==> src/rtl/uart_pkg.sv <==
// uart_pkg
//   Shared definitions for the UART Rx frame controller: one-hot state
//   encodings, parity mode codes, the minimum data length and small helpers
//   for length clamping and parity evaluation.
package uart_pkg;

  localparam int STATE_W       = 5;
  localparam int CNT_W         = 4;
  localparam int MIN_DATA_BITS = 5;

  // One-hot frame states; the encoding is visible on State_o.
  typedef enum logic [STATE_W-1:0] {
    ST_INTERVAL = 5'b00001,
    ST_START    = 5'b00010,
    ST_DATA     = 5'b00100,
    ST_PARITY   = 5'b01000,
    ST_STOP     = 5'b10000
  } state_e;

  // Parity mode codes; 5..7 behave as "none".
  localparam logic [2:0] PAR_NONE  = 3'd0;
  localparam logic [2:0] PAR_EVEN  = 3'd1;
  localparam logic [2:0] PAR_ODD   = 3'd2;
  localparam logic [2:0] PAR_MARK  = 3'd3;
  localparam logic [2:0] PAR_SPACE = 3'd4;

  // Clamp a requested data length into MIN_DATA_BITS..max_bits.
  function automatic logic [CNT_W-1:0] clamp_len(input logic [CNT_W-1:0] req,
                                                 input int max_bits);
    logic [CNT_W-1:0] len;
    len = req;
    if (int'(req) < MIN_DATA_BITS) begin
      len = CNT_W'(MIN_DATA_BITS);
    end else if (int'(req) > max_bits) begin
      len = CNT_W'(max_bits);
    end
    return len;
  endfunction

  function automatic logic parity_enabled(input logic [2:0] mode);
    return (mode == PAR_EVEN) || (mode == PAR_ODD) ||
           (mode == PAR_MARK) || (mode == PAR_SPACE);
  endfunction

  // Expected parity bit given the XOR of all data bits received.
  function automatic logic parity_expected(input logic [2:0] mode, input logic acc);
    logic exp_bit;
    case (mode)
      PAR_EVEN: exp_bit = acc;
      PAR_ODD:  exp_bit = ~acc;
      PAR_MARK: exp_bit = 1'b1;
      default:  exp_bit = 1'b0;
    endcase
    return exp_bit;
  endfunction

endpackage

==> src/rtl/tmr_vote.sv <==
// tmr_vote
//   Bitwise 2-of-3 majority voter with a disagreement flag.
//   Ports:
//     a_i, b_i, c_i  replica values (W bits each)
//     voted_o        bitwise majority (or a_i when ENABLE = 0)
//     mismatch_o     high when any replica differs from another
module tmr_vote #(
  parameter int W      = 1,
  parameter int ENABLE = 1
) (
  input  logic [W-1:0] a_i,
  input  logic [W-1:0] b_i,
  input  logic [W-1:0] c_i,
  output logic [W-1:0] voted_o,
  output logic         mismatch_o
);

  generate
    if (ENABLE != 0) begin : g_vote
      assign voted_o    = (a_i & b_i) | (b_i & c_i) | (a_i & c_i);
      assign mismatch_o = (a_i != b_i) || (b_i != c_i);
    end else begin : g_pass
      logic unused_replicas;
      assign unused_replicas = ^{b_i, c_i};
      assign voted_o         = a_i;
      assign mismatch_o      = 1'b0;
    end
  endgenerate

endmodule

==> src/rtl/uart_rx_fsm_cfg.sv <==
// uart_rx_fsm_cfg
//   Rx frame controller between the Rx shift register and the control
//   module. Walks START / DATA / optional PARITY / STOP, assembles the data
//   word LSB first, and reports parity, framing and break conditions. A
//   watchdog on AcqSig_i aborts frames whose bit pulses stop arriving. State
//   and bit counter are optionally held in three replicas with voting.
//   Ports:
//     clk, rst        clock; synchronous active-low reset
//     Rx_Synch_i      start-of-frame pulse
//     Bit_Synch_i     bit-complete pulse, Bit_Value_i valid with it
//     AcqSig_i        16x baud tick feeding the watchdog
//     DataBits_i      data length request (clamped to 5..MAX_DATA_BITS)
//     ParityMode_i    0 none, 1 even, 2 odd, 3 mark, 4 space, 5-7 none
//     StopBits_i      0 one stop bit, 1 two stop bits
//     State_o         one-hot frame state
//     BitCounter_o    data index in DATA, stop index in STOP, else 0
//     Data_o          last completed word, zero-extended
//     DataValid_o     one-cycle frame-complete pulse
//     ParityErr_o, FrameErr_o, Break_o   flags qualified by DataValid_o
//     Timeout_o       one-cycle watchdog abort pulse
//     TmrMismatch_o   one-cycle replica disagreement pulse
module uart_rx_fsm_cfg
  import uart_pkg::*;
#(
  parameter int MAX_DATA_BITS = 9,
  parameter int TMR_ENABLE    = 1,
  parameter int WDT_LIMIT     = 40
) (
  input  logic                     clk,
  input  logic                     rst,
  input  logic                     Rx_Synch_i,
  input  logic                     Bit_Synch_i,
  input  logic                     Bit_Value_i,
  input  logic                     AcqSig_i,
  input  logic [3:0]               DataBits_i,
  input  logic [2:0]               ParityMode_i,
  input  logic                     StopBits_i,
  output logic [4:0]               State_o,
  output logic [3:0]               BitCounter_o,
  output logic [MAX_DATA_BITS-1:0] Data_o,
  output logic                     DataValid_o,
  output logic                     ParityErr_o,
  output logic                     FrameErr_o,
  output logic                     Break_o,
  output logic                     Timeout_o,
  output logic                     TmrMismatch_o
);

  localparam int WDT_W = $clog2(WDT_LIMIT + 1);

  // State / counter replicas and their voted values
  logic [STATE_W-1:0] state_a_q, state_b_q, state_c_q, state_v;
  logic [CNT_W-1:0]   cnt_a_q, cnt_b_q, cnt_c_q, cnt_v;
  logic               state_mm, cnt_mm;
  state_e             state_d;
  logic [CNT_W-1:0]   cnt_d;

  // Frame configuration latched at Rx_Synch_i
  logic [CNT_W-1:0] len_q, len_d;
  logic [2:0]       pmode_q, pmode_d;
  logic             stop2_q, stop2_d;

  // Per-frame accumulators
  logic [MAX_DATA_BITS-1:0] buf_q, buf_d;
  logic                     acc_q, acc_d;       // XOR of data bits
  logic                     pe_acc_q, pe_acc_d;
  logic                     fe_acc_q, fe_acc_d;
  logic                     any_one_q, any_one_d; // any 1 seen after start
  logic [WDT_W-1:0]         wdt_q, wdt_d;

  // Registered outputs
  logic [MAX_DATA_BITS-1:0] data_q, data_d;
  logic data_valid_q, data_valid_d;
  logic parity_err_q, parity_err_d;
  logic frame_err_q, frame_err_d;
  logic break_q, break_d;
  logic timeout_q, timeout_d;
  logic tmr_mm_q, tmr_mm_d;

  logic in_frame;

  tmr_vote #(.W(STATE_W), .ENABLE(TMR_ENABLE)) u_state_vote (
    .a_i        (state_a_q),
    .b_i        (state_b_q),
    .c_i        (state_c_q),
    .voted_o    (state_v),
    .mismatch_o (state_mm)
  );

  tmr_vote #(.W(CNT_W), .ENABLE(TMR_ENABLE)) u_cnt_vote (
    .a_i        (cnt_a_q),
    .b_i        (cnt_b_q),
    .c_i        (cnt_c_q),
    .voted_o    (cnt_v),
    .mismatch_o (cnt_mm)
  );

  always_comb begin
    state_d      = ST_INTERVAL;
    cnt_d        = cnt_v;
    len_d        = len_q;
    pmode_d      = pmode_q;
    stop2_d      = stop2_q;
    buf_d        = buf_q;
    acc_d        = acc_q;
    pe_acc_d     = pe_acc_q;
    fe_acc_d     = fe_acc_q;
    any_one_d    = any_one_q;
    wdt_d        = wdt_q;
    data_d       = data_q;
    data_valid_d = 1'b0;
    parity_err_d = 1'b0;
    frame_err_d  = 1'b0;
    break_d      = 1'b0;
    timeout_d    = 1'b0;
    tmr_mm_d     = state_mm | cnt_mm;
    in_frame     = 1'b1;

    case (state_v)
      ST_INTERVAL: begin
        in_frame = 1'b0;
        cnt_d    = '0;
        wdt_d    = '0;
        if (Rx_Synch_i) begin
          state_d   = ST_START;
          len_d     = clamp_len(DataBits_i, MAX_DATA_BITS);
          pmode_d   = ParityMode_i;
          stop2_d   = StopBits_i;
          buf_d     = '0;
          acc_d     = 1'b0;
          pe_acc_d  = 1'b0;
          fe_acc_d  = 1'b0;
          any_one_d = 1'b0;
        end
      end

      ST_START: begin
        state_d = ST_START;
        if (Bit_Synch_i) begin
          // A high start sample is a glitch: drop back silently.
          state_d = Bit_Value_i ? ST_INTERVAL : ST_DATA;
          cnt_d   = '0;
        end
      end

      ST_DATA: begin
        state_d = ST_DATA;
        if (Bit_Synch_i) begin
          for (int i = 0; i < MAX_DATA_BITS; i++) begin
            if (cnt_v == CNT_W'(i)) buf_d[i] = Bit_Value_i;
          end
          acc_d     = acc_q ^ Bit_Value_i;
          any_one_d = any_one_q | Bit_Value_i;
          if (cnt_v == len_q - CNT_W'(1)) begin
            cnt_d   = '0;
            state_d = parity_enabled(pmode_q) ? ST_PARITY : ST_STOP;
          end else begin
            cnt_d = cnt_v + CNT_W'(1);
          end
        end
      end

      ST_PARITY: begin
        state_d = ST_PARITY;
        if (Bit_Synch_i) begin
          pe_acc_d  = Bit_Value_i != parity_expected(pmode_q, acc_q);
          any_one_d = any_one_q | Bit_Value_i;
          state_d   = ST_STOP;
          cnt_d     = '0;
        end
      end

      ST_STOP: begin
        state_d = ST_STOP;
        if (Bit_Synch_i) begin
          fe_acc_d  = fe_acc_q | ~Bit_Value_i;
          any_one_d = any_one_q | Bit_Value_i;
          if (cnt_v == {{(CNT_W-1){1'b0}}, stop2_q}) begin
            // Last stop bit: publish the word and flags for one cycle.
            state_d      = ST_INTERVAL;
            cnt_d        = '0;
            data_d       = buf_q;
            data_valid_d = 1'b1;
            parity_err_d = pe_acc_q;
            frame_err_d  = fe_acc_q | ~Bit_Value_i;
            break_d      = ~(any_one_q | Bit_Value_i);
          end else begin
            cnt_d = cnt_v + CNT_W'(1);
          end
        end
      end

      default: begin
        // Voted state is not one-hot: recover to idle and report it.
        in_frame = 1'b0;
        cnt_d    = '0;
        wdt_d    = '0;
        tmr_mm_d = 1'b1;
      end
    endcase

    // Watchdog; a Bit_Synch_i in the same cycle as the limit tick wins.
    if (in_frame) begin
      if (Bit_Synch_i) begin
        wdt_d = '0;
      end else if (AcqSig_i) begin
        if (wdt_q == WDT_W'(WDT_LIMIT - 1)) begin
          state_d   = ST_INTERVAL;
          cnt_d     = '0;
          wdt_d     = '0;
          timeout_d = 1'b1;
        end else begin
          wdt_d = wdt_q + WDT_W'(1);
        end
      end
    end
  end

  always_ff @(posedge clk) begin
    if (!rst) begin
      state_a_q    <= ST_INTERVAL;
      state_b_q    <= ST_INTERVAL;
      state_c_q    <= ST_INTERVAL;
      cnt_a_q      <= '0;
      cnt_b_q      <= '0;
      cnt_c_q      <= '0;
      len_q        <= '0;
      pmode_q      <= '0;
      stop2_q      <= 1'b0;
      buf_q        <= '0;
      acc_q        <= 1'b0;
      pe_acc_q     <= 1'b0;
      fe_acc_q     <= 1'b0;
      any_one_q    <= 1'b0;
      wdt_q        <= '0;
      data_q       <= '0;
      data_valid_q <= 1'b0;
      parity_err_q <= 1'b0;
      frame_err_q  <= 1'b0;
      break_q      <= 1'b0;
      timeout_q    <= 1'b0;
      tmr_mm_q     <= 1'b0;
    end else begin
      // Every replica reloads from the single voted next value.
      state_a_q    <= state_d;
      state_b_q    <= state_d;
      state_c_q    <= state_d;
      cnt_a_q      <= cnt_d;
      cnt_b_q      <= cnt_d;
      cnt_c_q      <= cnt_d;
      len_q        <= len_d;
      pmode_q      <= pmode_d;
      stop2_q      <= stop2_d;
      buf_q        <= buf_d;
      acc_q        <= acc_d;
      pe_acc_q     <= pe_acc_d;
      fe_acc_q     <= fe_acc_d;
      any_one_q    <= any_one_d;
      wdt_q        <= wdt_d;
      data_q       <= data_d;
      data_valid_q <= data_valid_d;
      parity_err_q <= parity_err_d;
      frame_err_q  <= frame_err_d;
      break_q      <= break_d;
      timeout_q    <= timeout_d;
      tmr_mm_q     <= tmr_mm_d;
    end
  end

  assign State_o       = state_v;
  assign BitCounter_o  = ((state_v == ST_DATA) || (state_v == ST_STOP)) ? cnt_v : '0;
  assign Data_o        = data_q;
  assign DataValid_o   = data_valid_q;
  assign ParityErr_o   = parity_err_q;
  assign FrameErr_o    = frame_err_q;
  assign Break_o       = break_q;
  assign Timeout_o     = timeout_q;
  assign TmrMismatch_o = tmr_mm_q;

endmodule

==> config.mk <==
export PLATFORM = sky130hd
export DESIGN_NAME = uart_rx_fsm_cfg
export DESIGN_NICKNAME = d
export VERILOG_FILES = /design/src/rtl/uart_pkg.sv /design/src/rtl/tmr_vote.sv /design/src/rtl/uart_rx_fsm_cfg.sv
export SDC_FILE = /design/constraint.sdc
export NUM_CORES = 1
export LEC_CHECK = 0
export CAP_MARGIN = 25
export CORE_ASPECT_RATIO = 1.75
export CORE_MARGIN = 2
export CORE_UTILIZATION = 30
export DETAILED_ROUTE_END_ITERATION = 6
export PLACE_DENSITY_LB_ADDON = 0.15
export SLEW_MARGIN = 20
export SYNTH_ARGS = -nofsm -noshare
export SYNTH_HDL_FRONTEND = slang
export SYNTH_HIERARCHICAL = 1
export SYNTH_SLANG_ARGS = --single-unit
==> constraint.sdc <==
create_clock -name clk -period 3 [get_ports clk]
set_input_delay 0.3 -clock clk [delete_from_list [all_inputs] [get_ports clk]]
set_output_delay 0.3 -clock clk [all_outputs]
set_load 0.005 [all_outputs]
==> results.yml <==
run_status:
  status: "completed"
critical_path:
  startpoint_type: "flop"
  worst_ep_required_time_ps: 2700
  crit_fanout: 8
  critical_path_arrival_ps: 2590
  cp-end-kind: "primary output"
  critical_path_class: "reg -> out"
drt:
  via_per_inst: 5.04
  drt_iter0_drc: 138
  wl_per_cell_um: 14.8
  drcViolationCount: 0
  firstDrtPassIters: 6
  vias: 2576
  drt-total-wl_mm: 7.56
  ant_nets: 0
cells_and_area:
  fin_nets: 423
  syn_to_final_growth_pct: 25.4
  final_cell_area_sq_um: 3710
  drive_above_1_share_pct: 13.5
  multi_input_area_sq_um: 1810
  fin_util_pct: 38.1
  antenna_cells: 0
  fillers: 1024
  ff_latch_area_sq_um: 1020
floorplanning:
  rows: 48
  core_area_sq_um: 9730
  die_w_um: 79.0
  start_util_pct: 30.4
  dieArea_sq_um: 10700
  die_y_um: 135
  pin_count: 38
cts:
  worst_setup_hold_path_clk_slew_ps: 70
  cts_tree: "built"
  insertion_delay_ps: 300
  h-tree-depth: 2
  cts_buffer_depth: 2
  cts-buffers-inserted: 5
  clockRootBuffer: "clkbuf_16"
  clkSinkCount: 51
synthesis:
  synth.cell_area_sq_um: 2960
  ys_async_sr_fraction_pct: 0
  yosysSeqAreaShare_pct: 34.5
  synth_edf_count: 0
  syn_area_per_cell_sq_um: 8.62
  synth_fp_nets: 381
  synth_top_area_share_pct: 34.5
  synth_area_leaders: "dfxtp_1 (35%), ha_1 (10%), nor2_1 (5.6%)"
  ys_seq_elements: 51
  ys.flop_type: "dfxtp_1"
  synth_top_cell_by_area: "dfxtp_1"
  yosys_warnings: 6
  syn_inst: 343
  synth_cell_types: 53
timing:
  fin_tns_setup_ps: 0
  report.final.slew_viol_count: 0
  fin_ws_ps: 107
  fmax_ghz: 0.346
  skew_ps: 8.13
  setup_viol: 0
  holdWs_ps: 447
  min_period_ps: 2890
  period_share_pct: 96.4
  grt_setup_unrepaired: "false"
  hold_viol: 0
  worst_slew_pin_slew_ps: 626
  slew_headroom_pct: 57.7
power:
  seq_power_share_pct: 43.1
  power_switching_uw: 431
  p_comb_share_pct: 16.0
  ir_worst_vdd_v: 0.000240
  p_leak_nw: 1.47
  clockPowerShare_pct: 40.8
  power_density_nw_per_um2: 447
  switching_share_pct: 26.0
  p_int_mw: 1.23
global_route:
  gr-usage-met3_pct: 2.53
  grt-busiest-layer: "met2"
  overflow: 0
  grt_max_degree: 30
  antenna_found_initial: 0
  use_met1_pct: 15.6
  grt_usage_pct: 14.7
  grt_pass1_wl_mm: 12.2
  grt_pass1_vias: 2504
  use_met2_pct: 27.6
job:
  cap_violations: 0
place:
  globalplace.congestion: 0.801
  io_buffers: 37
  post_dp_cell_area_sq_um: 3500
  place_ws_ps: 239
  dp_hpwl_mm: 5.76
hold_path:
  hp-class: "reg -> reg"
## layer usage
layer	share of wire (%)	wire, um
met1	40	3040
met2	53	4050
met3	3.4	258
met4	2.9	218
met5	0	0
## power groups by stage
stage | Clock (mW) | Sequential, mW | Combinational, mW
after floorplan | 0 | 0.727 | 0.176
after global placement | 0 | 0.730 | 0.266
after detailed placement | 0 | 0.730 | 0.266
after CTS | 0.696 | 0.714 | 0.269
after global routing | 0.721 | 0.718 | 0.297
final | 0.677 | 0.715 | 0.265
## state kept, by name, indices dropped and copies added (netlist names), 3 cells and up
signal and cells:
pmode_q 3, cnt_c_q 4, state_c_q 5, buf_q 9
Data_o 9, wdt_q 6, len_q 4
## cells in the mapped netlist (5+ instances only)
cell and instances:
nor3_1 9, nand3_1 8, mux2i_1 10, dfxtp_1 51, nor2_1 44, nor4_1 6, xor2_1 7, nand2_1 35
o21ai_0 9, and3_1 5, o211ai_1 9, inv_1 10, xnor2_1 8, a21oi_1 17, a211oi_1 6, ha_1 24
mux2_2 10, clkbuf_1 12, a211o_1 9
## placed cells by master (no fill, tap or decap), drive strengths merged, types with 5 or more instances in the layout
cell / count
a211o: 9
a211oi: 7
a21oi: 18
and3: 5
buf: 15
clkbuf: 6
clkdlybuf4s50: 35
dfxtp: 51
ha: 24
inv: 10
mux2: 10
mux2i: 10
nand2: 36
nand3: 8
nor2: 45
nor3: 12
nor4: 6
o211ai: 9
o21ai: 9
xnor2: 8
xor2: 7
## final cells by class
cell class,instances,area share [%]
Clock inverter,2,0.945
Tap cell,125,4.22
Sequential cell,51,27.6
Inverter,11,1.11
Clock buffer,6,3.75
Multi-Input combinational cell,264,48.9
Timing Repair Buffer,52,13.4
## cells by family (layout without fill, tap and decap cells)
family,count (synthesis),after routing,synth area share (%)
compound gates,72,72,17.0
xor+xnor,15,15,4.44
fa+ha+maj,24,24,10.2
buf+inv,28,71,4.49
flops,51,51,34.5
mux,20,20,7.19
simple gates,133,133,22.2
## path summary, 6_finish.rpt
path                            slack [ps]                 endpoint               startpoint  depth (start not counted)
worst max-delay path                   110          BitCounter_o[3]  state_c_q[1]$_SDFF_PN0_                          8
worst min-delay path                   450       Break_o$_SDFF_PN0_   any_one_q$_SDFFE_PN0P_                          1
worst max register to register         450  state_c_q[4]$_SDFF_PN0_  state_c_q[3]$_SDFF_PN0_                          7
worst min register to register         450       Break_o$_SDFF_PN0_   any_one_q$_SDFFE_PN0P_                          1
## through the flow
step	std cells	power, mW
after global placement	501	0.996
after CTS	509	1.68
after global routing	511	1.74
after detailed placement	501	0.996
final	511	1.66
after floorplan	343	0.903
## what timing repair did
| action | 4_1_cts | 5_1_grt |
|---|---|---|
| hold buffers | 0 | 0 |
| buffers inserted | 0 | 2 |
| pin swaps | 2 | 2 |
| hold endpoints to repair | 0 | 0 |
| endpoints found under the setup margin | 4 | 3 |
| gates resized for setup | 3 | 6 |
## worst max-delay path, stage by stage (launching register included)
cell,delay (ps)
dfxtp_2,350
ha_1,200
a211o_1,290
buf_4,170
or3_4,400
nor2_2,170
nor2_2,90
nor2b_1,120
clkdlybuf4s50_1,510
Power figures use the tool's default switching activity.
